$ cat config.mk
export PLATFORM = sky130hd
export DESIGN_NAME = aes_fifo_batch_ctrl
export DESIGN_NICKNAME = d
export VERILOG_FILES = /design/src/rtl/aes_fifo_batch_ctrl.sv
export SDC_FILE = /design/constraint.sdc
export NUM_CORES = 1
export LEC_CHECK = 0
export CORE_ASPECT_RATIO = 0.75
export CORE_MARGIN = 10
export CORE_UTILIZATION = 35
export CTS_CLUSTER_SIZE = 25
export DETAILED_ROUTE_END_ITERATION = 12
export HOLD_SLACK_MARGIN = 0.12
export PLACE_DENSITY = 0.58
export RECOVER_POWER = 50
export SYNTH_ARGS = -nofsm -noshare
export SYNTH_HDL_FRONTEND = slang
export SYNTH_SLANG_ARGS = --single-unit
$ cat constraint.sdc
create_clock -name clock -period 3.53 [get_ports clock]
set_clock_uncertainty 0.15 [all_clocks]
set_input_delay 0.706 -clock clock [delete_from_list [all_inputs] [get_ports clock]]
set_output_delay 0.706 -clock clock [all_outputs]
set_load 0.005 [all_outputs]
$ cat src/rtl/aes_fifo_batch_ctrl.sv
// Batch controller between host FIFOs and a byte-serial AES core.
// Loads up to DEPTH key/data pairs, feeds them back-to-back, collects results
// by strobe, then drains results and a status word to the output FIFO.
module aes_fifo_batch_ctrl #(
   parameter int unsigned DATA_WIDTH = 32,
   parameter int unsigned BYTE_W     = 8,
   parameter int unsigned DEPTH      = 16,
   parameter logic [31:0] TERM_WORD  = 32'h11110fff,
   parameter int unsigned TIMEOUT    = 1024
) (
   input  logic                  clock,
   input  logic                  reset_n,
   input  logic                  data_empty,
   output logic                  data_rd,
   input  logic [DATA_WIDTH-1:0] data_din,
   input  logic                  data_full,
   output logic                  data_wr,
   output logic [DATA_WIDTH-1:0] data_dout,
   output logic                  core_in_vld,
   output logic [BYTE_W-1:0]     core_key,
   output logic [BYTE_W-1:0]     core_din,
   input  logic                  core_out_vld,
   input  logic [BYTE_W-1:0]     core_dout,
   output logic                  busy,
   output logic                  batch_done
);

   localparam int unsigned CntW = $clog2(DEPTH + 1);
   localparam int unsigned IdxW = (DEPTH > 1) ? $clog2(DEPTH) : 1;
   localparam int unsigned ToW  = $clog2(TIMEOUT + 1);
   localparam logic [DATA_WIDTH-1:0] TermExt    = DATA_WIDTH'(TERM_WORD);
   localparam logic [CntW-1:0]       DepthLast  = CntW'(DEPTH - 1);
   localparam logic [ToW-1:0]        TimeoutCnt = ToW'(TIMEOUT);

   typedef enum logic [2:0] {StIdle, StLoad, StFeed, StCollect, StDrain, StStatus} state_e;

   state_e            state_q, state_d;
   logic [CntW-1:0]   in_cnt_q, in_cnt_d;
   logic [CntW-1:0]   out_cnt_q, out_cnt_d;
   logic [CntW-1:0]   idx_q, idx_d;
   logic [2:0]        flags_q, flags_d;
   logic [ToW-1:0]    to_cnt_q, to_cnt_d;
   logic              core_in_vld_q;
   logic [BYTE_W-1:0] core_key_q, core_din_q;
   logic              batch_done_q;

   logic [BYTE_W-1:0] key_buf [DEPTH];
   logic [BYTE_W-1:0] dat_buf [DEPTH];
   logic [BYTE_W-1:0] res_buf [DEPTH];

   logic buf_we, res_we, is_term, capture;

   // State, counters, flags and registered core/handshake outputs
   always_ff @(posedge clock or negedge reset_n) begin
      if (!reset_n) begin
         state_q       <= StIdle;
         in_cnt_q      <= '0;
         out_cnt_q     <= '0;
         idx_q         <= '0;
         flags_q       <= '0;
         to_cnt_q      <= '0;
         core_in_vld_q <= 1'b0;
         core_key_q    <= '0;
         core_din_q    <= '0;
         batch_done_q  <= 1'b0;
      end else begin
         state_q       <= state_d;
         in_cnt_q      <= in_cnt_d;
         out_cnt_q     <= out_cnt_d;
         idx_q         <= idx_d;
         flags_q       <= flags_d;
         to_cnt_q      <= to_cnt_d;
         core_in_vld_q <= (state_q == StFeed);
         core_key_q    <= (state_q == StFeed) ? key_buf[idx_q[IdxW-1:0]] : '0;
         core_din_q    <= (state_q == StFeed) ? dat_buf[idx_q[IdxW-1:0]] : '0;
         batch_done_q  <= (state_q == StStatus) && data_wr;
      end
   end

   // Pair and result storage; contents are don't-care after reset
   always_ff @(posedge clock) begin
      if (buf_we) begin
         key_buf[in_cnt_q[IdxW-1:0]] <= data_din[2*BYTE_W-1:BYTE_W];
         dat_buf[in_cnt_q[IdxW-1:0]] <= data_din[BYTE_W-1:0];
      end
      if (res_we) begin
         res_buf[out_cnt_q[IdxW-1:0]] <= core_dout;
      end
   end

   // Next-state, result capture and FIFO handshakes
   always_comb begin
      state_d   = state_q;
      in_cnt_d  = in_cnt_q;
      out_cnt_d = out_cnt_q;
      idx_d     = idx_q;
      flags_d   = flags_q;
      to_cnt_d  = to_cnt_q;
      buf_we    = 1'b0;
      res_we    = 1'b0;
      data_rd   = 1'b0;
      data_wr   = 1'b0;
      data_dout = '0;
      is_term   = (data_din == TermExt);
      capture   = ((state_q == StFeed) || (state_q == StCollect)) && core_out_vld;

      if (capture) begin
         if (out_cnt_q != in_cnt_q) begin
            res_we    = 1'b1;
            out_cnt_d = out_cnt_q + 1'b1;
            to_cnt_d  = '0;
         end else begin
            flags_d[1] = 1'b1;
         end
      end

      unique case (state_q)
         StIdle: begin
            in_cnt_d  = '0;
            out_cnt_d = '0;
            idx_d     = '0;
            flags_d   = '0;
            to_cnt_d  = '0;
            if (!data_empty) state_d = StLoad;
         end
         StLoad: begin
            if (!data_empty) begin
               data_rd = 1'b1;
               if (is_term) begin
                  state_d = (in_cnt_q != '0) ? StFeed : StStatus;
               end else begin
                  buf_we   = 1'b1;
                  in_cnt_d = in_cnt_q + 1'b1;
                  if (in_cnt_q == DepthLast) begin
                     state_d    = StFeed;
                     flags_d[2] = 1'b1;
                  end
               end
            end
         end
         StFeed: begin
            if (idx_q == in_cnt_q - 1'b1) begin
               idx_d   = '0;
               state_d = StCollect;
            end else begin
               idx_d = idx_q + 1'b1;
            end
         end
         StCollect: begin
            if (out_cnt_q == in_cnt_q) begin
               state_d = StDrain;
            end else if (to_cnt_q == TimeoutCnt) begin
               // With no result at all there is nothing to drain
               flags_d[0] = 1'b1;
               state_d    = (out_cnt_d != '0) ? StDrain : StStatus;
            end else if (!res_we) begin
               to_cnt_d = to_cnt_q + 1'b1;
            end
         end
         StDrain: begin
            // Only entered with out_cnt > 0
            data_dout = DATA_WIDTH'(res_buf[idx_q[IdxW-1:0]]);
            data_wr   = !data_full;
            if (data_wr) begin
               if (idx_q == out_cnt_q - 1'b1) begin
                  idx_d   = '0;
                  state_d = StStatus;
               end else begin
                  idx_d = idx_q + 1'b1;
               end
            end
         end
         StStatus: begin
            data_dout = DATA_WIDTH'({8'hA5, 5'b0, flags_q, 8'(in_cnt_q), 8'(out_cnt_q)});
            data_wr   = !data_full;
            if (data_wr) state_d = StIdle;
         end
         default: state_d = StIdle;
      endcase
   end

   assign core_in_vld = core_in_vld_q;
   assign core_key    = core_key_q;
   assign core_din    = core_din_q;
   assign busy        = (state_q != StIdle);
   assign batch_done  = batch_done_q;

endmodule

==> summary.txt <==
SYNTHESIS
------------------------------------------------------------------------------------------------------
Yosys reg bits ..........................................................................          434
Mean area per synthesized cell ..........................................................   19.2 sq um
Unique cell type count in the Yosys netlist .............................................           63
Largest area contributor in the netlist ................................................. sky130_fd_sc_hd__edfxtp_1
Share of the yosys chip area belonging to registers .....................................        72.3%
Synth top area share ....................................................................        65.2%
Share of synthesized registers carrying an async set or reset ...........................        11.5%
Post-synthesis cell count ...............................................................          919
Warnings, synthesis .....................................................................            0
Most area-consuming cells after synthesis ............................................... sky130_fd_sc_hd__edfxtp_1 (65%), sky130_fd_sc_hd__mux4_2 (15%), sky130_fd_sc_hd__dfrtp_1 (7.1%)
Most instantiated flip-flop cell in the synthesis netlist ............................... sky130_fd_sc_hd__edfxtp_1
Netlist area before placement ...........................................................  17700 sq um
Number of synthesized flops with an enable pin ..........................................          384

STA
------------------------------------------------------------------------------------------------------
Slew at the pin closest to its max-slew limit ...........................................      1.84 ns
Slew HR .................................................................................       -22.5%
Final slew viol count ...................................................................           32
Setup Viol. Count Final .................................................................            3
Unrepaired setup endpoints after global routing .........................................          yes
Number of failing hold endpoints at the final stage .....................................            0
Max Freq ................................................................................      283 MHz
Clock period minus worst slack ..........................................................      3.54 ns
Final Hold Slack ........................................................................     0.346 ns
Post-layout worst setup margin ..........................................................  -0.00893 ns
Period Utilization, post-route ..........................................................         100%

FINAL LAYOUT
------------------------------------------------------------------------------------------------------
Count of nets after finishing ...........................................................         1171
P&R area growth vs syn ..................................................................        22.4%
Multi-input logic area ..................................................................   4670 sq um
Area taken by flip-flops and latches ....................................................  12800 sq um
Filler cells ............................................................................         4363
Layout cells sized above 1 ..............................................................        27.7%

WORST HOLD PATH
------------------------------------------------------------------------------------------------------
Hold crit path type .....................................................................      reg2reg
Hold Crit Start ......................................................................... flags_q[2]$_DFFE_PN0P_
Endpoint with the worst hold slack ...................................................... flags_q[2]$_DFFE_PN0P_
Worst Hold Depth ........................................................................            1

SETUP PATH
------------------------------------------------------------------------------------------------------
Maximum fanout encountered on the critical timing path ..................................            5
CP bufs+invs ............................................................................            2
Dominant cell type by count on the critical path ........................................ sky130_fd_sc_hd__mux4_2
Depth of the most critical reg-to-reg path ..............................................            9
Reg2Reg Launch Point .................................................................... idx_q[1]$_DFFE_PN0P_
Sort of element at the end of the critical path .........................................   output pin
Critical-path cell with the highest stage delay ......................................... sky130_fd_sc_hd__mux4_2
Max incr delay on CP ....................................................................      0.54 ns
Required time at the endpoint of the critical path ......................................      2.67 ns
Top cell family by delay on the critical path ........................................... multiplexers
Reg-to-Reg End .......................................................................... state_q[0]$_DFFE_PN0P_
Data arrival, critical path .............................................................      2.68 ns
Startpoint type of the worst setup path .................................................         flop
Slack of the worst reg-to-reg path ......................................................      0.27 ns
Crit path cell chain .................................................................... buf_8 -> mux4_2 -> mux4_2 -> a22o_1 -> buf_2
Crit path kind ..........................................................................      reg2out

JOB
------------------------------------------------------------------------------------------------------
Max-cap viol count ......................................................................            1

ROUTING
------------------------------------------------------------------------------------------------------
Post-detailed-routing wire length .......................................................      43.6 mm
Via Count ...............................................................................         9469
DRC violation count after routing .......................................................            0
Vias per cell ...........................................................................         5.23
Routed wirelength normalized by instance count ..........................................      24.1 um
Post-route ant nets .....................................................................            0
Number of DRC violations after detailed-routing iteration 0 .............................          869
TritonRoute pass-1 iters ................................................................            6

CLOCKING
------------------------------------------------------------------------------------------------------
Clock insertion delay at the later pin of the skew report ...............................      0.58 ns
Clock buffers created by TritonCTS ......................................................           46
Deepest level of the CTS H-tree .........................................................            2
Clock Tree Buf Depth ....................................................................            3
Clk root buf ............................................................................ sky130_fd_sc_hd__clkbuf_16
Sinks on the clock net ..................................................................          434
CTS tree ................................................................................        built
Clock transition at the register clock pins on the worst setup and hold paths after CTS .      0.06 ns

PLACEMENT
------------------------------------------------------------------------------------------------------
Number of I/O port buffers ..............................................................           85
Placed wire-length estimate .............................................................      27.6 mm
RD Place Congestion .....................................................................        0.770

GRT
------------------------------------------------------------------------------------------------------
Antenna violations before repair ........................................................            6
Via count of the first global-routing pass ..............................................         9593
Gr usage total ..........................................................................        14.5%
Pin count of the biggest net entering global routing ....................................           71
GR Overflow Total .......................................................................            0
Wire length of the first global-routing pass ............................................      65.3 mm

POWER AND IR DROP
------------------------------------------------------------------------------------------------------
Worst voltage drop across the vdd grid ..................................................   0.000505 V
Total power .............................................................................     15100 uW
Power per standard cell area ............................................................  698 nW/um^2
Leakage Power ...........................................................................   0.00717 uW

DIE
------------------------------------------------------------------------------------------------------
Starting Density ........................................................................        35.3%
Core footprint ..........................................................................  50000 sq um
Number of placed I/O pins ...............................................................           98
Die extent in y .........................................................................       215 um
Die outline width .......................................................................       280 um
Full die area ...........................................................................  60000 sq um
Core Rows ...............................................................................           71

RUN STATUS
------------------------------------------------------------------------------------------------------
Failing checks .......................................................................... max-capacitance violations, max-slew violations, negative setup slack
Outcome ................................................................................. finished with violations

## cells in the final DEF, fill, tap and decap left out, drive strengths merged, types with 3 or more instances in the layout
| cell type | instances |
|---|---|
| a21oi | 7 |
| nand4 | 5 |
| buf | 97 |
| or3 | 3 |
| nor4b | 4 |
| a22o | 6 |
| conb | 12 |
| a311oi | 4 |
| o31ai | 6 |
| ha | 14 |
| nand2 | 35 |
| clkdlybuf4s50 | 48 |
| nand3 | 11 |
| mux4 | 120 |
| dlygate4sd3 | 29 |
| a211oi | 5 |
| xor2 | 11 |
| and4 | 3 |
| clkinv | 11 |
| bufinv | 3 |
| clkinvlp | 3 |
| inv | 18 |
| and3 | 4 |
| nor3 | 20 |
| nand2b | 6 |
| nor2 | 51 |
| a31oi | 4 |
| and2 | 26 |
| or4b | 3 |
| dfrtp | 50 |
| diode | 3 |
| edfxtp | 384 |
| nor4 | 3 |
| xnor2 | 12 |
| clkbuf | 85 |
| o21ai | 20 |
## per-layer routing
metal | vias up | track usage (%) | routed length (um) | part of all wire, %
met5 | - | 0 | 34 | 0.078
met4 | 6 | 4.07 | 794 | 1.8
met3 | 62 | 3.49 | 3070 | 7.1
met2 | 329 | 20.9 | 18900 | 43
met1 | 4985 | 21.6 | 20800 | 48
li1 | 4087 | - | - | -
## synthesized netlist by cell type (5+ instances only)
cell / count
sky130_fd_sc_hd__nand4_1: 5
sky130_fd_sc_hd__clkbuf_1: 31
sky130_fd_sc_hd__o31ai_1: 6
sky130_fd_sc_hd__nand3_1: 11
sky130_fd_sc_hd__o21ai_0: 20
sky130_fd_sc_hd__nand2_1: 35
sky130_fd_sc_hd__buf_4: 15
sky130_fd_sc_hd__xor2_1: 11
sky130_fd_sc_hd__nand2b_1: 6
sky130_fd_sc_hd__a21oi_1: 7
sky130_fd_sc_hd__ha_1: 14
sky130_fd_sc_hd__dfrtp_1: 50
sky130_fd_sc_hd__nor3_1: 19
sky130_fd_sc_hd__inv_1: 13
sky130_fd_sc_hd__nor2_1: 51
sky130_fd_sc_hd__xnor2_1: 12
sky130_fd_sc_hd__a22o_1: 6
sky130_fd_sc_hd__and2_1: 26
sky130_fd_sc_hd__mux4_2: 120
sky130_fd_sc_hd__buf_1: 11
sky130_fd_sc_hd__edfxtp_1: 384
## kinds of logic after synthesis
family	synth area share (%)
AOI/OAI and AO/OA	2.53
xor gates and xnor gates	1.27
adders and majority gates	0.991
buffers and inverters	1.97
DFF	72.3
muxes	15.5
other	0.0212
and+or+nand+nor	5.44
## sequential cells by signal (all words and copies together), names as in the netlist
signal / count
flags_q: 3
state_q: 3
res_buf: 128
batch_done: 1
out_cnt_q: 5
core_in_vld: 1
idx_q: 5
key_buf: 128
core_key: 8
core_din: 8
in_cnt_q: 5
to_cnt_q: 11
dat_buf: 128
## layout make-up
type | instances | share of cell area [%]
inverter | 14 | 0.243
antenna | 3 | 0.0347
multi-input combinational | 421 | 21.6
sequential | 434 | 59.1
tap | 657 | 3.80
timing repair buffer | 195 | 8.35
clock buffer | 64 | 5.86
clock inverter | 21 | 1.01
## how the worst max path moves through the flow
stage                    startpoint                      to  cells past startpoint
2_1_floorplan  idx_q[0]$_DFFE_PN0P_            data_dout[0]                      5
3_3_place_gp           data_din[13]  state_q[0]$_DFFE_PN0P_                      9
3_5_place_dp           data_din[13]  state_q[0]$_DFFE_PN0P_                      9
4_1_cts        idx_q[0]$_DFFE_PN0P_            data_dout[4]                      6
5_1_grt        idx_q[0]$_DFFE_PN0P_            data_dout[0]                      5
6_report       idx_q[0]$_DFFE_PN0P_            data_dout[0]                      5
## report_power, final
| part | total (uW) | switching [uW] | internal [uW] |
|---|---|---|---|
| registers | 6080 | 277 | 5800 |
| logic | 4250 | 2040 | 2210 |
| clock network | 4770 | 2010 | 2750 |
| total | 15100 | 4330 | 10800 |
## stage by stage
stage	setup TNS [ns]	cells	setup WS (ns)	cell area [sq um]	utilization [%]
after CTS	-0.321	1810	-0.0888	21800	43.6
after floorplan	0	930	0.278	17700	-
after detailed placement	-0.466	1712	-0.209	20100	40.2
after global routing	-0.375	1807	-0.0846	21600	43.2
after global placement	-1.40	1712	-0.250	20100	40.2
final	-0.0138	1809	-0.00893	21600	43.3
## what timing repair did
action	in CTS	in global routing
setup buffers	11	0
endpoints found under the hold margin	50	0
gates cloned	2	0
hold buffers	1	0
gates resized for setup	40	2
pin swaps	6	2
endpoints found under the setup margin	8	7
## worst register-to-register path: cells and delay by family, from the launching register on
family,cells,cell delay (ns)
xor gates and xnor gates,1,0.27
buffers and inverters,3,1.21
AOI/OAI and AO/OA,4,0.83
and+or+nand+nor,1,0.15
DFF,1,0.57
(Power assumes the default switching activity.)
